[src/rtl/minimac2_tx_seq.sv]
// rtl/minimac2_tx_seq.sv - MII transmit sequencer for the Minimac2 packet buffer PHY port.
// Optional Ethernet FCS generation when MINIMAC2_TX_CRC_EN is defined.
module minimac2_tx_seq #(
  parameter int ADDR_W    = 11,
  parameter int IFG_BYTES = 12
) (
  input  logic              phy_clk,
  input  logic              sys_rst,
  input  logic              start,
  input  logic [ADDR_W-1:0] base_adr,
  input  logic [ADDR_W:0]   length,
  input  logic              abort,
  output logic [ADDR_W-1:0] mem_adr,
  input  logic [7:0]        mem_dat,
  output logic              phy_tx_en,
  output logic [3:0]        phy_tx_data,
  output logic              busy,
  output logic              done
);

  localparam logic [2:0] IDLE = 3'd0;
  localparam logic [2:0] PRE  = 3'd1;
  localparam logic [2:0] SFD  = 3'd2;
  localparam logic [2:0] DATA = 3'd3;
  localparam logic [2:0] IFG  = 3'd5;
`ifdef MINIMAC2_TX_CRC_EN
  localparam logic [2:0] FCS  = 3'd4;
`endif

  localparam logic [ADDR_W:0] ONE     = {{ADDR_W{1'b0}}, 1'b1};
  localparam logic [ADDR_W:0] LEN_MAX = {1'b1, {ADDR_W{1'b0}}};
  localparam logic [15:0]     IFG_LAST = 16'(2 * IFG_BYTES - 1);

  logic [2:0]        state;
  logic [4:0]        cnt;
  logic [ADDR_W-1:0] base_q;
  logic [ADDR_W:0]   len_q;
  logic [ADDR_W:0]   rd_idx;
  logic [ADDR_W:0]   tx_idx;
  logic              hi;
  logic [3:0]        hi_nib;
  logic [15:0]       ifg_cnt;
  logic              in_frame;
`ifdef MINIMAC2_TX_CRC_EN
  logic [31:0]       crc;
  logic [31:0]       fcs_sr;
  logic [2:0]        fcs_cnt;

  // Reflected CRC-32 (poly 0x04C11DB7), one byte LSB first.
  function automatic logic [31:0] crc_byte(input logic [31:0] c, input logic [7:0] d);
    logic [31:0] r;
    r = c;
    for (int k = 0; k < 8; k++) begin
      r = (r[0] ^ d[k]) ? ((r >> 1) ^ 32'hEDB88320) : (r >> 1);
    end
    return r;
  endfunction
`endif

`ifdef MINIMAC2_TX_CRC_EN
  assign in_frame = (state == PRE) || (state == SFD) || (state == DATA) || (state == FCS);
`else
  assign in_frame = (state == PRE) || (state == SFD) || (state == DATA);
`endif

  always_ff @(posedge phy_clk or posedge sys_rst) begin
    if (sys_rst) begin
      state       <= IDLE;
      cnt         <= '0;
      base_q      <= '0;
      len_q       <= '0;
      rd_idx      <= '0;
      tx_idx      <= '0;
      hi          <= 1'b0;
      hi_nib      <= '0;
      ifg_cnt     <= '0;
      mem_adr     <= '0;
      phy_tx_en   <= 1'b0;
      phy_tx_data <= '0;
      busy        <= 1'b0;
      done        <= 1'b0;
`ifdef MINIMAC2_TX_CRC_EN
      crc         <= '1;
      fcs_sr      <= '0;
      fcs_cnt     <= '0;
`endif
    end else begin
      done <= 1'b0;
      if (abort && in_frame) begin
        state       <= IFG;
        phy_tx_en   <= 1'b0;
        phy_tx_data <= '0;
        ifg_cnt     <= IFG_LAST;
      end else begin
        case (state)
          IDLE: begin
            if (start) begin
              base_q <= base_adr;
              len_q  <= length[ADDR_W] ? LEN_MAX : length;
`ifdef MINIMAC2_TX_CRC_EN
              crc    <= '1;
`endif
              if (length == '0) begin
                done <= 1'b1;
              end else begin
                state       <= PRE;
                busy        <= 1'b1;
                phy_tx_en   <= 1'b1;
                phy_tx_data <= 4'h5;
                cnt         <= 5'd1;
              end
            end
          end
          PRE: begin
            cnt <= cnt + 5'd1;
            // First byte is fetched early to cover the 2-cycle read latency.
            if (cnt == 5'd13) begin
              mem_adr <= base_q;
              rd_idx  <= ONE;
            end
            if (cnt == 5'd14) state <= SFD;
          end
          SFD: begin
            if (cnt == 5'd15) begin
              cnt         <= 5'd16;
              phy_tx_data <= 4'hD;
              if (rd_idx < len_q) begin
                mem_adr <= base_q + rd_idx[ADDR_W-1:0];
                rd_idx  <= rd_idx + ONE;
              end
            end else begin
              state       <= DATA;
              phy_tx_data <= mem_dat[3:0];
              hi_nib      <= mem_dat[7:4];
              tx_idx      <= '0;
              hi          <= 1'b0;
`ifdef MINIMAC2_TX_CRC_EN
              crc         <= crc_byte(crc, mem_dat);
`endif
            end
          end
          DATA: begin
            if (!hi) begin
              phy_tx_data <= hi_nib;
              hi          <= 1'b1;
              if (rd_idx < len_q) begin
                mem_adr <= base_q + rd_idx[ADDR_W-1:0];
                rd_idx  <= rd_idx + ONE;
              end
            end else if ((tx_idx + ONE) < len_q) begin
              phy_tx_data <= mem_dat[3:0];
              hi_nib      <= mem_dat[7:4];
              tx_idx      <= tx_idx + ONE;
              hi          <= 1'b0;
`ifdef MINIMAC2_TX_CRC_EN
              crc         <= crc_byte(crc, mem_dat);
`endif
            end else begin
`ifdef MINIMAC2_TX_CRC_EN
              state       <= FCS;
              phy_tx_data <= ~crc[3:0];
              fcs_sr      <= (~crc) >> 4;
              fcs_cnt     <= 3'd7;
`else
              state       <= IFG;
              phy_tx_en   <= 1'b0;
              phy_tx_data <= '0;
              ifg_cnt     <= IFG_LAST;
`endif
            end
          end
`ifdef MINIMAC2_TX_CRC_EN
          FCS: begin
            if (fcs_cnt == 3'd0) begin
              state       <= IFG;
              phy_tx_en   <= 1'b0;
              phy_tx_data <= '0;
              ifg_cnt     <= IFG_LAST;
            end else begin
              phy_tx_data <= fcs_sr[3:0];
              fcs_sr      <= fcs_sr >> 4;
              fcs_cnt     <= fcs_cnt - 3'd1;
            end
          end
`endif
          IFG: begin
            if (ifg_cnt == 16'd0) begin
              state <= IDLE;
              busy  <= 1'b0;
              done  <= 1'b1;
            end else begin
              ifg_cnt <= ifg_cnt - 16'd1;
            end
          end
          default: state <= IDLE;
        endcase
      end
    end
  end

endmodule

[config.mk]
export PLATFORM = sky130hd
export DESIGN_NAME = minimac2_tx_seq
export DESIGN_NICKNAME = d
export VERILOG_FILES = /design/src/rtl/minimac2_tx_seq.sv
export SDC_FILE = /design/constraint.sdc
export NUM_CORES = 1
export LEC_CHECK = 0
export BUFFER_PORTS_ARGS = -buffer_cell sky130_fd_sc_hd__buf_2
export CELL_PAD_IN_SITES_DETAIL_PLACEMENT = 1
export CELL_PAD_IN_SITES_GLOBAL_PLACEMENT = 1
export CORE_MARGIN = 10
export CORE_UTILIZATION = 30
export CTS_BUF_LIST = sky130_fd_sc_hd__clkbuf_16
export DETAILED_ROUTE_END_ITERATION = 12
export HOLD_SLACK_MARGIN = 0.06
export PLACE_DENSITY_LB_ADDON = 0.1
export SLEW_MARGIN = 10
export SYNTH_ARGS = -nofsm -noshare
export SYNTH_HDL_FRONTEND = slang
export SYNTH_SLANG_ARGS = --single-unit
[constraint.sdc]
create_clock -name phy_clk -period 4.44 [get_ports phy_clk]
set_input_delay 0.888 -clock phy_clk [delete_from_list [all_inputs] [get_ports phy_clk]]
set_output_delay 0.888 -clock phy_clk [all_outputs]
set_load 0.02 [all_outputs]
==> results.sh <==
export IMPL_hold_path_class="reg -> reg"
export IMPL_boundaryPins=53
export IMPL_routed_via_density=5.22
export IMPL_fillerInstances=2182
export IMPL_drv_slew=0
export IMPL_regToRegEndpoint="tx_idx[10]"
export IMPL_fin_ws_ps=569
export IMPL_critPathMaxStageDelay_ps=580
export IMPL_status="completed"
export IMPL_cp_arrival_ps=4110
export IMPL_synth_edf_count=0
export IMPL_drt_wirelength_per_cell_um=18.4
export IMPL_setup_viol=0
export IMPL_cp_depth=13
export IMPL_reg2reg_setup_slack_ps=570
export IMPL_drc=0
export IMPL_p_per_area_mw_per_mm2=579
export IMPL_place_area_mm2=0.00633
export IMPL_grt_pass1_vias=5392
export IMPL_combPwrFrac=0.432
export IMPL_ys_types=67
export IMPL_die_x_um=159
export IMPL_detail_route_first_pass_iterations=4
export IMPL_synth_cells=629
export IMPL_drtAntennaViolNets=0
export IMPL_p_sw_frac=0.427
export IMPL_htreeDepth=3
export IMPL_start_kind="register"
export IMPL_cts_root_buf="clkbuf_16"
export IMPL_max_freq_mhz=258
export IMPL_path_clk_slew_ps=70
export IMPL_overflow=0
export IMPL_fin_setup_tns_ps=0
export IMPL_rsz0062_at_grt="false"
export IMPL_cts_tree="done"
export IMPL_crit_slowest_cell="a211oi_1"
export IMPL_syn_num_nets=704
export IMPL_synth_area_per_cell_um2=9.20
export IMPL_worst_pin_slew_ps=1000
export IMPL_required_ps=4680
export IMPL_antenna_found_initial=1
export IMPL_synth_ff_type="dfrtp_1"
export IMPL_relSlewSlack=0.314
export IMPL_crit_end="tx_idx[10]"
export IMPL_p_switching_mw=1.64
export IMPL_core_mm2=0.0188
export IMPL_yosys_area_top_type="dfrtp_1"
export IMPL_hpwl_um=13000
export IMPL_finalHoldViolations=0
export IMPL_die_h_um=159
export IMPL_finalCritPeriodShare=0.872
export IMPL_p_int_mw=2.20
export IMPL_cts_path_max_buffers=2
export IMPL_cts_setup_buffers=0
export IMPL_power_share_clock=0.207
export IMPL_cp_top_family="compound AO/OA/AOI/OAI gates"
export IMPL_port_buffers=52
export IMPL_fin_total_pwr_mw=3.84
export IMPL_place_ws_ps=617
export IMPL_grt_pass1_wl_um=28600
export IMPL_finalNetCount=752
export IMPL_yosysWarnings=0
export IMPL_synth_area_mm2=0.00579
export IMPL_num_vias=4924
export IMPL_yosysSeqAreaShare=0.406
export IMPL_path_buf_inv=1
export IMPL_path_class="reg -> reg"
export IMPL_finClkSkew_ps=8.62
export IMPL_clk_latency_ps=350
export IMPL_grt_use_total=0.137
export IMPL_rr_worst_depth=13
export IMPL_cts_hold_buf=0
export IMPL_async_reset_ff_frac=1.00
export IMPL_drive_gt1_frac=0.152
export IMPL_crit_start="tx_idx[0]"
export IMPL_routabilityCongestion=0.774
export IMPL_finalInstanceArea_mm2=0.00662
export IMPL_seqPwrFrac=0.361
export IMPL_drtIter0Drc=235
export IMPL_syn_to_final_growth_pct=14.4
export IMPL_wl_um=17300
export IMPL_ys_top_cells_by_area="dfrtp_1 (41%), ha_1 (8.4%), nand2_1 (4.2%)"
export IMPL_peakVddDrop_uv=225
export IMPL_cp_max_fo=12
export IMPL_crit_chain="ha_1 -> nand3_1 -> nor3_1 -> nand3_1 -> xnor2_1 -> ha_1 -> a21oi_1 -> nand2_1 -> a211o_1 -> a211oi_1 -> o21ai_1 -> buf_4 -> a32o_1"
export IMPL_synth_top_area_share=0.406
export IMPL_end_kind="register"
export IMPL_synth_seq_cells=94
export IMPL_initial_core_util=0.307
export IMPL_r2r_start="tx_idx[0]"
export IMPL_grt_max_degree=68
export IMPL_rows=50
export IMPL_cts_buffers=9
export IMPL_dieArea_mm2=0.0252
export IMPL_ctsResizeCount=0
export IMPL_maxCapViolCount=0
export IMPL_clock_sinks=94
export IMPL_period_minus_slack_ps=3870
export IMPL_p_leak_nw=3.04
export IMPL_fin_util=0.352
==> power groups by stage <==
stage | clock network [mW] | logic (mW) | registers [mW]
CTS | 0.826 | 1.68 | 1.39
finish | 0.794 | 1.66 | 1.39
floorplan | 0 | 1.16 | 1.38
detailed placement | 0 | 1.67 | 1.41
global route | 0.857 | 1.88 | 1.43
global placement | 0 | 1.61 | 1.40
==> cells in the mapped netlist, types with 11 or more instances <==
library cell	n
o21ai_0	32
mux2_2	19
xnor2_1	11
a21o_1	13
a21oi_1	37
a31oi_1	16
nor3_1	17
nor4_1	12
nand3_1	18
dfrtp_1	94
ha_1	39
nand2b_1	30
clkbuf_1	15
inv_1	32
nor2_1	42
nand2_1	64
==> layer usage <==
metal / GRT usage / up-vias / part of all wire
li1: - / 2411 / -
met1: 0.170 / 2466 / 0.47
met5: 0 / - / 0
met3: 0.0235 / 10 / 0.019
met4: 0.0371 / 0 / 0.011
met2: 0.238 / 37 / 0.50
==> cell families (layout without fill, tap and decap cells) <==
kind of cell	count (synthesis)	in the layout	share of synthesized area
other cells	0	1	0
fa+ha+maj	40	40	0.0878
simple gates	237	237	0.210
compound gates	166	166	0.191
mux	25	25	0.0473
xor+xnor	12	12	0.0182
buf+inv	55	108	0.0393
flops	94	94	0.406
==> stage by stage <==
| step | instances | hold WS (ps) |
|---|---|---|
| after global placement | 926 | 462 |
| after CTS | 942 | 486 |
| after floorplan | 629 | 450 |
| after detailed placement | 926 | 471 |
| after global routing | 942 | 521 |
| final | 943 | 480 |
==> worst min-delay path by stage <==
stage / from / end / slack [ps] / cells past startpoint
after global placement: len_q[6] / len_q[6] / 460 / 2
after global routing: len_q[2] / len_q[2] / 520 / 2
final: len_q[2] / len_q[2] / 480 / 2
after CTS: len_q[2] / len_q[2] / 490 / 2
after floorplan: len_q[10] / len_q[10] / 450 / 2
after detailed placement: len_q[2] / len_q[2] / 470 / 2
==> worst register-to-register path, cell delays in order (launching register included) <==
cell,delay (ps)
dfrtp_1,430
ha_1,230
nand3_1,160
nor3_1,330
nand3_1,140
xnor2_1,240
ha_1,310
a21oi_1,190
nand2_1,70
a211o_1,330
a211oi_1,580
o21ai_1,290
buf_4,260
a32o_1,220
==> state kept, by name, summed over array words and instances, names as in the netlist <==
name,count
tx_idx,12
len_q,12
ifg_cnt,16
busy,1
phy_tx_data,4
base_q,11
rd_idx,12
state,3
hi_nib,4
hi,1
cnt,5
phy_tx_en,1
done,1
mem_adr,11
==> layout make-up <==
type,instances,area [um2],area share
Timing Repair Buffer,59,313,0.0472
Sequential cell,94,2350,0.355
Inverter,33,126,0.0191
Multi-Input combinational cell,480,3210,0.485
Antenna cell,1,2.50,0.000378
Clock buffer,9,225,0.0340
Tap cell,260,325,0.0491
Clock inverter,7,67.6,0.0102
==> cell usage in the layout, fill, tap and decap left out, types with 5 or more instances in the layout <==
cell	Yosys	final
a211o_1	6	6
xnor2_1	11	11
buf_2	2	52
a211oi_1	9	9
or4_1	5	5
a21o_1	13	13
ha_1	39	39
o22ai_1	6	6
nand2b_1	30	30
o21ai_0	32	32
mux2_2	19	19
mux2i_1	6	6
clkbuf_16	0	9
nand3_1	18	18
or3_1	8	8
and3_1	5	5
nor4_1	12	12
nor3_1	17	17
nor2_1	42	42
a21oi_1	37	37
o31ai_1	9	9
nand2_1	64	64
a32o_1	5	5
nand4_1	9	9
nor2b_1	5	5
inv_1	32	33
a31oi_1	16	16
dfrtp_1	94	94
buf_4	3	7
No activity file was read; power rests on OpenSTA's default activity.
